--- src/rtl/sc_level_timer.sv ---
// ---------------------------------------------------------------------------
// sc_level_timer
//
// Periodic tick generator with a level counter, feeding the game's level
// state machine. A down-counter emits a one-cycle TICK every eff(PERIOD)
// clocks while running; every TICKS_PER_LEVEL ticks the level LV advances.
// When LV reaches LV_MAX the timer stops in DONE until reset.
//
// Configuration macro: SC_LEVEL_TIMER_LVUP_EN
//   defined   -> LVUP pulses together with the tick that advances LV
//   undefined -> LVUP port present but tied to 0
//
// Ports
//   SC_LEVEL_TIMER_CLOCK_50     in   clock, rising edge
//   SC_LEVEL_TIMER_RESET_InHigh in   synchronous reset, active high
//   SC_LEVEL_TIMER_START_InLow  in   run request, active low
//   SC_LEVEL_TIMER_PERIOD       in   tick period in clocks (0 behaves as 1)
//   SC_LEVEL_TIMER_LOAD         in   strobe: capture PERIOD into shadow
//   SC_LEVEL_TIMER_TICK         out  one-cycle terminal-count pulse
//   SC_LEVEL_TIMER_LV           out  current level
//   SC_LEVEL_TIMER_LVUP         out  one-cycle pulse on level increment
//   SC_LEVEL_TIMER_STATE        out  00 IDLE, 01 RUN, 10 PAUSE, 11 DONE
// ---------------------------------------------------------------------------
module sc_level_timer #(
    parameter int PERIOD_WIDTH    = 32,
    parameter int LV_WIDTH        = 8,
    parameter int TICKS_PER_LEVEL = 16,
    parameter int LV_MAX          = 59
) (
    input  logic                    SC_LEVEL_TIMER_CLOCK_50,
    input  logic                    SC_LEVEL_TIMER_RESET_InHigh,
    input  logic                    SC_LEVEL_TIMER_START_InLow,
    input  logic [PERIOD_WIDTH-1:0] SC_LEVEL_TIMER_PERIOD,
    input  logic                    SC_LEVEL_TIMER_LOAD,
    output logic                    SC_LEVEL_TIMER_TICK,
    output logic [LV_WIDTH-1:0]     SC_LEVEL_TIMER_LV,
    output logic                    SC_LEVEL_TIMER_LVUP,
    output logic [1:0]              SC_LEVEL_TIMER_STATE
);

    typedef enum logic [1:0] {
        IDLE  = 2'b00,
        RUN   = 2'b01,
        PAUSE = 2'b10,
        DONE  = 2'b11
    } state_t;

    localparam int TC_WIDTH = $clog2(TICKS_PER_LEVEL) + 1;

    state_t                  state;
    logic [PERIOD_WIDTH-1:0] count;
    logic [PERIOD_WIDTH-1:0] shadow;
    logic [TC_WIDTH-1:0]     tick_cnt;
    logic [LV_WIDTH-1:0]     lv;
    logic                    tick;
    logic                    lvup;

    // Count reload value: eff(P)-1, where a period of 0 is treated as 1.
    function automatic logic [PERIOD_WIDTH-1:0] reload_value(input logic [PERIOD_WIDTH-1:0] p);
        return (p == '0) ? '0 : p - 1'b1;
    endfunction

    // A LOAD coinciding with a reload must take effect in that reload, so the
    // reload sources the post-LOAD shadow value.
    logic [PERIOD_WIDTH-1:0] next_shadow;
    logic                    at_zero;
    logic                    last_tick;
    logic                    last_level;

    assign next_shadow = SC_LEVEL_TIMER_LOAD ? SC_LEVEL_TIMER_PERIOD : shadow;
    assign at_zero     = (count == '0);
    assign last_tick   = (tick_cnt == TC_WIDTH'(TICKS_PER_LEVEL - 1));
    assign last_level  = (lv == LV_WIDTH'(LV_MAX - 1));

    always_ff @(posedge SC_LEVEL_TIMER_CLOCK_50) begin
        if (SC_LEVEL_TIMER_RESET_InHigh) begin
            state    <= IDLE;
            count    <= '0;
            tick_cnt <= '0;
            lv       <= '0;
            tick     <= 1'b0;
            lvup     <= 1'b0;
            shadow   <= SC_LEVEL_TIMER_PERIOD;
        end else begin
            tick   <= 1'b0;
            lvup   <= 1'b0;
            shadow <= next_shadow;
            case (state)
                IDLE: begin
                    if (!SC_LEVEL_TIMER_START_InLow) begin
                        state    <= RUN;
                        count    <= reload_value(next_shadow);
                        tick_cnt <= '0;
                    end
                end
                RUN: begin
                    // The RUN step (decrement or tick+reload) is always
                    // completed, even on the edge that enters PAUSE or DONE.
                    if (at_zero) begin
                        tick  <= 1'b1;
                        count <= reload_value(next_shadow);
                        if (last_tick) begin
                            tick_cnt <= '0;
                            lv       <= lv + 1'b1;
`ifdef SC_LEVEL_TIMER_LVUP_EN
                            lvup     <= 1'b1;
`endif
                        end else begin
                            tick_cnt <= tick_cnt + 1'b1;
                        end
                    end else begin
                        count <= count - 1'b1;
                    end
                    if (at_zero && last_tick && last_level) begin
                        state <= DONE;
                    end else if (SC_LEVEL_TIMER_START_InLow) begin
                        state <= PAUSE;
                    end
                end
                PAUSE: begin
                    // Resume without decrementing: the frozen count continues.
                    if (!SC_LEVEL_TIMER_START_InLow) begin
                        state <= RUN;
                    end
                end
                DONE: begin
                end
            endcase
        end
    end

    assign SC_LEVEL_TIMER_TICK  = tick;
    assign SC_LEVEL_TIMER_LV    = lv;
    assign SC_LEVEL_TIMER_LVUP  = lvup;
    assign SC_LEVEL_TIMER_STATE = state;

endmodule
--- config.mk ---
export PLATFORM = sky130hd
export DESIGN_NAME = sc_level_timer
export DESIGN_NICKNAME = d
export VERILOG_FILES = /design/src/rtl/sc_level_timer.sv
export SDC_FILE = /design/constraint.sdc
export NUM_CORES = 1
export LEC_CHECK = 0
export ABC_AREA = 1
export ABC_CLOCK_PERIOD_IN_PS = 2500
export BUFFER_PORTS_ARGS = -buffer_cell sky130_fd_sc_hd__clkbuf_2
export CAP_MARGIN = 10
export CORE_ASPECT_RATIO = 1.75
export CORE_MARGIN = 10
export CORE_UTILIZATION = 40
export DETAILED_ROUTE_END_ITERATION = 16
export GPL_ROUTABILITY_DRIVEN = 0
export PLACE_DENSITY_LB_ADDON = 0.2
export SYNTH_ARGS = -nofsm -noshare
export SYNTH_HDL_FRONTEND = slang
export SYNTH_SLANG_ARGS = --single-unit
--- constraint.sdc ---
create_clock -name SC_LEVEL_TIMER_CLOCK_50 -period 2.5 [get_ports SC_LEVEL_TIMER_CLOCK_50]
set_input_delay 0.25 -clock SC_LEVEL_TIMER_CLOCK_50 [delete_from_list [all_inputs] [get_ports SC_LEVEL_TIMER_CLOCK_50]]
set_output_delay 0.25 -clock SC_LEVEL_TIMER_CLOCK_50 [all_outputs]
set_load 0.05 [all_outputs]
==> metrics.md <==
| Metric | Value |
|---|---|
| WP buf/inv | 3 |
| Syn Nets | 1,042 |
| Inst Count DP | 1,220 |
| Largest net degree at the start of global routing | 63 |
| Non-Filler Instances | 1,236 |
| H-tree Lvls | 3 |
| Worst slew pin tran | 0.617 ns |
| Fillers | 1,647 |
| R2R Setup Slk | 0.37 ns |
| Die area | 20,100 sq um |
| Row count | 58 |
| Area grow syn2layout | 13.0% |
| Synth Area in Simple Gates | 45.4% |
| CORE AREA | 14,400 sq um |
| Cell count along the critical path | 12 |
| Fmax | 0.470 GHz |
| Yosys cell types | 34 |
| RSZ-0062 raised after global routing | false |
| First-pass GRT wire length | 28,400 um |
| Via count | 6,041 |
| Worst Setup EP | count[14] |
| Worst-path fanout max | 4 |
| FF+latch count, synth | 80 |
| Number of flops mapped to enable cells by yosys | 0 |
| PwrDens | 591 nW/um^2 |
| Core Util, Final | 46.0% |
| Ratio of cells with drive above 1 in the final layout | 14.5% |
| Post-CTS setup buffers | 0 |
| Antenna viol nets, final | 0 |
| Initial Util | 40.8% |
| Critical path launch point type | flip-flop |
| DRT Pass-1 Iters | 5 |
| Top FF cell, synth | dfxtp_1 |
| Most frequent cells in the layout | nand2_1, inv_1, nor2_1, dfxtp_1, o21ai_0 |
| Crit Path Class | reg -> reg |
| Setup crit end kind | flip-flop |
| Antenna violations before repair | 0 |
| Sequential area share after synthesis | 27.4% |
| Critical Path Start | count[0] |
| Design Power | 0.00391 W |
| Most common cell after layout, fill and taps aside | nand2_1 |
| Post-synthesis mux area share | 0% |
| Area share of fa/ha/maj cells after synthesis | 1.07% |
| Sinks on Clock Net | 80 |
| DR vias/cell | 4.89 |
| Die Ht | 180 um |
| Warnings, synthesis | 0 |
| Synth Area in Compound Gates | 9.96% |
| Synth Instances | 1,001 |
| Worst path cell trace | inv_1, ha_1, buf_4, nand2_1, nor2_1, nand2_1, inv_1, nand2_1, or2_2, a31oi_1, nand2_1, a21oi_1 |
| Slew Limit Fails | 0 |
| DIE WIDTH | 111 um |
| CTS Buf Count | 9 |
| Largest cells by area after synthesis | dfxtp_1, nand2_1, inv_1, nor2_1, o21ai_0 |
| Root buffer cell | clkbuf_16 |
| Worst slew margin | 58.9% |
| Post-DP HPWL | 13,400 um |
| Final Hold Vio Count | 0 |
| Finish-stage setup viols | 0 |
| Nets | 1,092 |
| Met2 routed WL | 9180 um |
| Largest family of logic cells by synthesized area | simple AND/OR/NAND/NOR gates |
| Syn_area_per_cell | 5.85 sq um |
| Min Tclk post-route | 2.13 ns |
| Number of global-route vias before repair | 5,874 |
| Met3 routed WL | 461 um |
| CP most frequent cell | nand2_1 |
| ANT cells | 0 |
| Slowest stage cell, crit path | dfxtp_1 |
| Clk_skew | 0.0105 ns |
| Period utilisation layout | 85.2% |
| Initial DRC count | 232 |
| Worst R2R Start | count[0] |
| Clk slew on worst S/H paths | 0.07 ns |
| Drt drc | 0 |
| Leak pwr | 3.32 nW |
| Mapped cell area | 5860 sq um |
| Max VDD drop | 0.317 mV |
| Gr usage total | 17.0% |
| Register-to-Register Path Depth | 12 |
| Post-Synth XOR/XNOR Area | 4.04% |
| Async S/R FF share, synth | 0% |
| Reg-to-Reg End | count[14] |
| Max-Cap Viols | 0 |
| PortBufs | 46 |
| Setup TNS Final | 0 ns |
| Total gr overflow | 0 |
| CTS tree | built |
| Yosys top cell by area | dfxtp_1 |
| Routed WL per cell | 13.8 um |
| Status | complete, no violations |
| Worst path top cell family by delay | simple AND/OR/NAND/NOR gates |
| Worst Hold Class | in -> reg |
| Clk buf depth | 2 |
| # IOs | 48 |
| Post-Route M1 WL | 6540 um |
| Slowest cell delay on critical path | 0.33 ns |
| Data required, critical path | 2.78 ns |
| Clock Latency Late Sink | 0.35 ns |
| Post-Route WL | 17,100 um |
| Yosys top cell area share | 27.4% |
| Max Used Layer | met4 |
| CP arrival | 2.41 ns |
-- what timing repair did --
| action | 4_1_cts | 5_1_grt |
|---|---|---|
| endpoints found under the setup margin | 0 | 10 |
| hold endpoints to repair | 0 | 0 |
| gates resized for setup | 0 | 1 |
| hold buffers | 0 | 0 |
-- cell usage after synthesis (4+ instances only) --
| cell | n |
|---|---|
| nand2_1 | 338 |
| inv_1 | 129 |
| nor2_1 | 122 |
| dfxtp_1 | 80 |
| o21ai_0 | 61 |
| nand3_1 | 54 |
| a21oi_1 | 41 |
| nand2_2 | 33 |
| clkbuf_1 | 15 |
| xor2_1 | 15 |
| nor2_2 | 14 |
| nor3_1 | 12 |
| xnor2_1 | 12 |
| buf_6 | 9 |
| a31oi_1 | 8 |
| nand4_1 | 8 |
| nor2_4 | 7 |
| and3_1 | 6 |
| nand3_2 | 6 |
| nand3b_1 | 6 |
| ha_1 | 5 |
| buf_4 | 4 |
-- worst min-delay path by stage --
stage / start / endpoint / slack (ns) / cells past startpoint
finish: SC_LEVEL_TIMER_PERIOD[6] / shadow[6] / 0.11 / 3
global route: SC_LEVEL_TIMER_PERIOD[17] / shadow[17] / 0.13 / 3
CTS: SC_LEVEL_TIMER_PERIOD[0] / shadow[0] / 0.11 / 3
detailed placement: tick_cnt[4] / tick_cnt[4] / 0.44 / 2
global placement: tick_cnt[4] / tick_cnt[4] / 0.43 / 2
floorplan: SC_LEVEL_TIMER_START_InLow / SC_LEVEL_TIMER_STATE[0] / 0.35 / 1
-- power by group --
| part | switching, W | internal, W |
|---|---|---|
| sequential | 0.0000785 | 0.00138 |
| clock | 0.000621 | 0.000786 |
| combinational | 0.000679 | 0.000361 |
-- routing by layer --
layer,global-route usage (%),up-vias
met5,0,-
met4,9.40,0
met3,2.67,45
met2,32.1,101
met1,17.0,2702
li1,-,3193
-- stage by stage --
step                      hold WS (ns)  area, sq um  setup WS, ns
after floorplan                  0.346         5860         0.507
after global placement           0.429         6310         0.145
after detailed placement         0.439         6310        0.0977
after CTS                        0.110         6610        0.0781
after global routing             0.126         6620         0.167
final                            0.113         6620         0.371
-- cell type report --
class,instances,area (sq um),area share [%]
multi-input cells,757,3550,53.7
flip-flops and latches,80,1600,24.2
inverters,132,503,7.60
repair buffers,71,430,6.51
clock buffers,9,225,3.40
well taps,180,225,3.40
clock inverters,7,78.8,1.19
-- worst min-delay path, cell delays in order --
cell and delay, ns:
clkbuf_2 0.08, nand2_1 0.04, o21ai_0 0.05
-- kinds of logic after synthesis --
group,Yosys count
buf+inv,164
simple gates,611
xor+xnor,27
fa+ha+maj,5
other cells,1
compound gates,113
flops,80
-- state kept, by name, summed over array words and instances (netlist names) --
register / count
count: 32
shadow: 32
SC_LEVEL_TIMER_LV: 8
tick_cnt: 5
SC_LEVEL_TIMER_STATE: 2
SC_LEVEL_TIMER_TICK: 1
Note: power is estimated with default switching activity, not from simulation.
